File: src/rtl/signal_snapshot.sv
// Edge-triggered bus capture into a small FIFO drained over valid/ready.
// The last accepted capture is also held on last_o for a keep-cell.
module signal_snapshot #(
    parameter int unsigned Width    = 1,
    parameter type         T        = logic [Width-1:0],
    parameter int unsigned Depth    = 2,
    parameter int unsigned CntWidth = 8
) (
    input  logic                clk_i,
    input  logic                rst_i,
    input  logic                clear_i,
    input  logic                trig_i,
    input  T                    d_i,
    output logic                valid_o,
    input  logic                ready_i,
    output T                    snap_o,
    output T                    last_o,
    output logic [CntWidth-1:0] count_o,
    output logic                overflow_o
);

    localparam int unsigned PtrW = (Depth > 1) ? $clog2(Depth) : 1;
    localparam int unsigned OccW = $clog2(Depth + 1);
    localparam logic [PtrW-1:0]     LastPtr  = PtrW'(Depth - 1);
    localparam logic [OccW-1:0]     DepthOcc = OccW'(Depth);
    localparam logic [CntWidth-1:0] CntMax   = '1;

    logic            trig_q;
    logic            trig_edge;
    logic [PtrW-1:0] rd_ptr;
    logic [PtrW-1:0] wr_ptr;
    logic [OccW-1:0] occ;
    logic            full;
    logic            push;
    logic            pop;
    logic            drop;
    T                mem [Depth];

    function automatic logic [PtrW-1:0] ptr_inc(input logic [PtrW-1:0] p);
        return (p == LastPtr) ? '0 : p + PtrW'(1);
    endfunction

    // NOTE: every output of a combinational block gets a default first so no latch is inferred.
    always_comb begin
        trig_edge = trig_i & ~trig_q;
        full      = (occ == DepthOcc);
        valid_o   = (occ != '0);
        pop       = valid_o & ready_i & ~clear_i;
        // A full FIFO still accepts the push when the head leaves in the same cycle.
        push      = trig_edge & ~clear_i & (~full | pop);
        drop      = trig_edge & ~clear_i & full & ~pop;
        snap_o    = valid_o ? mem[rd_ptr] : '0;
    end

    // NOTE: sequential state is updated with non-blocking assignments only.
    always_ff @(posedge clk_i) begin
        if (rst_i) begin
            trig_q     <= 1'b0;
            rd_ptr     <= '0;
            wr_ptr     <= '0;
            occ        <= '0;
            last_o     <= '0;
            count_o    <= '0;
            overflow_o <= 1'b0;
        end else begin
            trig_q <= trig_i;
            if (clear_i) begin
                rd_ptr     <= '0;
                wr_ptr     <= '0;
                occ        <= '0;
                count_o    <= '0;
                overflow_o <= 1'b0;
            end else begin
                if (push) begin
                    wr_ptr <= ptr_inc(wr_ptr);
                    last_o <= d_i;
                    if (count_o != CntMax) count_o <= count_o + CntWidth'(1);
                end
                if (pop) rd_ptr <= ptr_inc(rd_ptr);
                case ({push, pop})
                    2'b10:   occ <= occ + OccW'(1);
                    2'b01:   occ <= occ - OccW'(1);
                    default: occ <= occ;
                endcase
                if (drop) overflow_o <= 1'b1;
            end
        end
    end

    // NOTE: storage is not reset; occupancy gates snap_o, so stale entries are never visible.
    always_ff @(posedge clk_i) begin
        if (push) mem[wr_ptr] <= d_i;
    end

endmodule
File: config.mk
export PLATFORM = sky130hd
export DESIGN_NAME = signal_snapshot
export DESIGN_NICKNAME = d
export VERILOG_FILES = /design/src/rtl/signal_snapshot.sv
export SDC_FILE = /design/constraint.sdc
export NUM_CORES = 1
export LEC_CHECK = 0
export CORE_MARGIN = 2
export CORE_UTILIZATION = 47
export DETAILED_ROUTE_END_ITERATION = 16
export GPL_ROUTABILITY_DRIVEN = 0
export PLACE_DENSITY = 0.77
export SYNTH_ARGS = -nofsm -noshare
export SYNTH_HDL_FRONTEND = slang
export SYNTH_SLANG_ARGS = --single-unit
File: constraint.sdc
create_clock -name clk_i -period 2.25 [get_ports clk_i]
set_clock_uncertainty 0.1 [all_clocks]
set_input_delay 0.3375 -clock clk_i [delete_from_list [all_inputs] [get_ports clk_i]]
set_output_delay 0.3375 -clock clk_i [all_outputs]
set_load 0.01 [all_outputs]
==> results.env, run 1 <==
SYNTH.NET_COUNT=93
NUMBER_OF_LOGIC_STAGES_ON_THE_CRITICAL_PATH_INCLUDING_BUFFERING=6
CTS_INSERTED_BUFFERS=3
WORST_EP_ARRIVAL_TIME_PS=2060
ANTENNA_VIOLATING_NETS_POST_ROUTE=0
GRT_SETUP_UNREPAIRED='no'
SYNTH_AREA_PER_CELL_UM2=9.42
PLACEABLECOREAREA_UM2=1560
SYNTH.YOSYS.WARNINGS=0
SETUP.WORST_PATH.END_CLASS='flop'
TIMING.FINAL.CRIT_PERIOD_PS=1940
DIE_WIDTH_UM=45.3
GLOBALROUTE.TOTALOVERFLOW=0
GRT_PASS1_WL_MM=2.47
CTS-ROOT-TO-SINK-BUFFERS=2
FINAL_MAX_SLEW_VIOL_COUNT=0
GRT_MAX_DEGREE=15
COUNT_OF_INPUT_AND_OUTPUT_BUFFERS=17
HOLD_DEPTH=2
WORSTSKEWPAIRLATENCY_PS=290
SYNTHADDERAREAFRAC=0.0313
TRITONCTS='done'
CPPEAKSTAGEDELAY_PS=430
MAXCLOCKFREQUENCY_MHz=517
SYNTH-SEQ-AREA-SHARE=0.475
NFILLCELLS=129
DIODES=0
CLOCK_TREE.HTREE_LEVEL_COUNT=1
CRITICAL_PATH_PEAK_FANOUT=3
CTS-HOLD-FIX-BUFFERS=0
IRDROPWORSTVDD_V=0.000409
POSTLAYOUTCOREUTIL=0.664
CELL_VARIETY_AFTER_SYNTH=29
P_LEAK_nW=0.356
CTS.SINKS=18
DETAILED_PLACER_S_ENDING_HPWL_MM=1.15
POSTSYNTHREGISTERBITS=18
FIRST_PASS_ITERS=4
CELLPOWERDENSITY_nW_PER_UM2=523
YS_ASYNC_SR_FRACTION=0
REG2REGPATHDEPTH=5
DETAIL_ROUTE.DRC_VIOLATIONS=0
FP-ROW-COUNT=14
INITIALDRTVIOLATIONCOUNT=19
PLACEMENT.SETUP.WORST_SLACK_PS=21.5
AREA_DELTA_SYNTH_FINAL_PCT=29.2
CP-START-KIND='input port'
SYNTHFLOPTYPE='dfxtp_1'
DRT-WIRELENGTH-PER-CELL_UM=12.4
SYNTH-EDFF-COUNT=2
TIMING.FINAL.CRIT_SHARE=0.860
CLOCK_TREE.ROOT_CELL='clkbuf_4'
POST_CTS_SETUP_BUFFER_COUNT=0
HOLD_PATH.CLASS='reg -> reg'
WORST_HOLD_CHECK_SLACK_PS=359
ANTENNA_VIOLATIONS_BEFORE_REPAIR=0
DIE_HEIGHT_UM=45.3
CLKSLEWWORSTSETUPHOLDPATHS_PS=100
NUM_IO_PINS=18
SYNTH_AREA_IN_XOR_XNOR=0.0766
TIMING.CRITICAL_PATH.CELLS='clkdlybuf4s50_1 -> or3b_1 -> nand2_2 -> ha_1 -> or3_1 -> a21oi_1'
VIAS=678
POSTSYNTHCELLCOUNT=85
LAYOUT-DRIVE-GT1-SHARE=0.103
STATUS='completed'
INITIAL_CORE_UTIL=0.514
POST_CTS_RESIZE_COUNT=0
SYNTH_COMPOUND_AREA_FRAC=0.105
GR-USAGE-ALL-LAYERS=0.169
LAYOUT_SETUP_WS_PS=314
SETUP.WORST_PATH.CLASS='in -> reg'
SETUP_VIOLATIONS=0
WIRELENGTH_MM=1.53
CRIT_REQUIRED_PS=2370
RELSLEWSLACK=0.766
YOSYS-MUX-AREA-FRACTION=0.0375
DRV_CAP=0
GRT_PASS1_VIAS=568
PATH_DELAY_FAMILY='simple AND/OR/NAND/NOR gates'
FIN_TNS_SETUP_PS=0
WORSTMARGINPINSLEW_PS=350
CRITPATHBUFINV=1
AVGVIACOUNTPERCELL=5.51
COMBINATIONAL_FAMILY_WITH_THE_MOST_AREA_AFTER_SYNTHESIS='simple AND/OR/NAND/NOR gates'
NETS_FINISH=116
SYNTHESIS.AREA_UM2=801
FP.DIEAREA_UM2=2050
CRITICAL_PATH.SLOWEST_CELL='clkdlybuf4s50_1'
FINAL_HOLD_VIOLATION_COUNT=0
SYNTH_SIMPLE_GATE_AREA_FRAC=0.250
[tightest hold or removal path: cells and delay by family, from the launching register on]
family           cells  cell delay [ps]
AO/OA/AOI/OAI        1               50
flip-flops           1              320
AND/OR/NAND/NOR      1               50
[worst paths after layout]
path	from	endpoint	slack (ps)
worst max-delay path	ready_i	occ[1]	310
worst min-delay path	last_o	last_o	360
worst max register to register	occ[0]	occ[1]	400
worst min register to register	last_o	last_o	360
[cell usage in the layout (no fill, tap or decap), drive strengths merged]
| cell | instances |
|---|---|
| o21ai | 3 |
| edfxtp | 2 |
| nor4 | 1 |
| inv | 2 |
| o2111ai | 2 |
| nand4 | 2 |
| ha | 2 |
| or2 | 1 |
| nor3b | 3 |
| buf | 4 |
| nand3 | 3 |
| or3b | 1 |
| clkdlybuf4s50 | 17 |
| mux2i | 3 |
| a31oi | 1 |
| a21oi | 5 |
| nand2 | 5 |
| or3 | 3 |
| dfxtp | 16 |
| xnor2 | 3 |
| a211oi | 1 |
| clkbuf | 3 |
| xor2 | 4 |
| nor2b | 1 |
| nor2 | 15 |
| o211ai | 1 |
| nor4b | 1 |
| clkinv | 1 |
| and3 | 1 |
[per-layer routing]
layer  track usage  vias up  routed length [um]
met5             0        -                   0
met4        0.0706        0                  23
met3        0.0360        4                  54
met2         0.254       17                 711
met1         0.236      311                 739
li1              -      346                   -
[where the power goes]
part	switching, W	leakage, nW	internal, W
Clock	0.0000967	0.0154	0.0000644
Combinational	0.0000219	0.193	0.0000257
Sequential	0.00000367	0.148	0.000329
Total	0.000122	0.356	0.000419
[state kept, by name, indices dropped and copies added, names as in the netlist, named ones only]
name / count
count_o: 8
overflow_o: 1
last_o: 1
rd_ptr: 1
trig_q: 1
mem: 2
wr_ptr: 1
occ: 2
[cell type report]
class	instances	area, um2	area share
multi-input cells	62	400	0.387
clock buffers	3	22.5	0.0218
clock inverters	1	3.75	0.00363
repair buffers	21	200	0.193
inverters	2	7.51	0.00726
well taps	16	20.0	0.0193
flip-flops and latches	18	380	0.368
[per-stage QoR]
| stage | instance area [um2] | total power [W] | cells |
|---|---|---|---|
| final | 1030 | 0.000541 | 123 |
| after global routing | 1030 | 0.000565 | 123 |
| after CTS | 1030 | 0.000548 | 123 |
| after detailed placement | 1010 | 0.000388 | 119 |
| after global placement | 1010 | 0.000387 | 119 |
| after floorplan | 801 | 0.000364 | 85 |
[cell families after synthesis]
family / after synthesis
DFF: 18
adders and majority gates: 2
buffers and inverters: 5
xor gates and xnor gates: 7
muxes: 3
and+or+nand+nor: 37
AOI/OAI and AO/OA: 13
[synth_stat cells, types with 2 or more instances]
cell type,count,share of area
mux2i_1,3,0.038
xor2_1,4,0.044
nand4_1,2,0.016
inv_1,2,0.0094
dfxtp_1,16,0.40
nand2_1,4,0.019
nor3b_1,2,0.019
o2111ai_1,2,0.022
nand3_1,3,0.019
clkbuf_1,2,0.0094
a21oi_1,5,0.031
nor2_1,15,0.070
or3_1,3,0.023
edfxtp_1,2,0.075
o21ai_0,3,0.019
xnor2_1,3,0.033
ha_1,2,0.031
Note: power is estimated with default switching activity, not from simulation.
==> run 2: changes to the inputs <==
SETUP_SLACK_MARGIN = 0.05   (was not set)
==> results of run 2 <==
No change in the layout: final DEF, timing and power equal those of run 1.
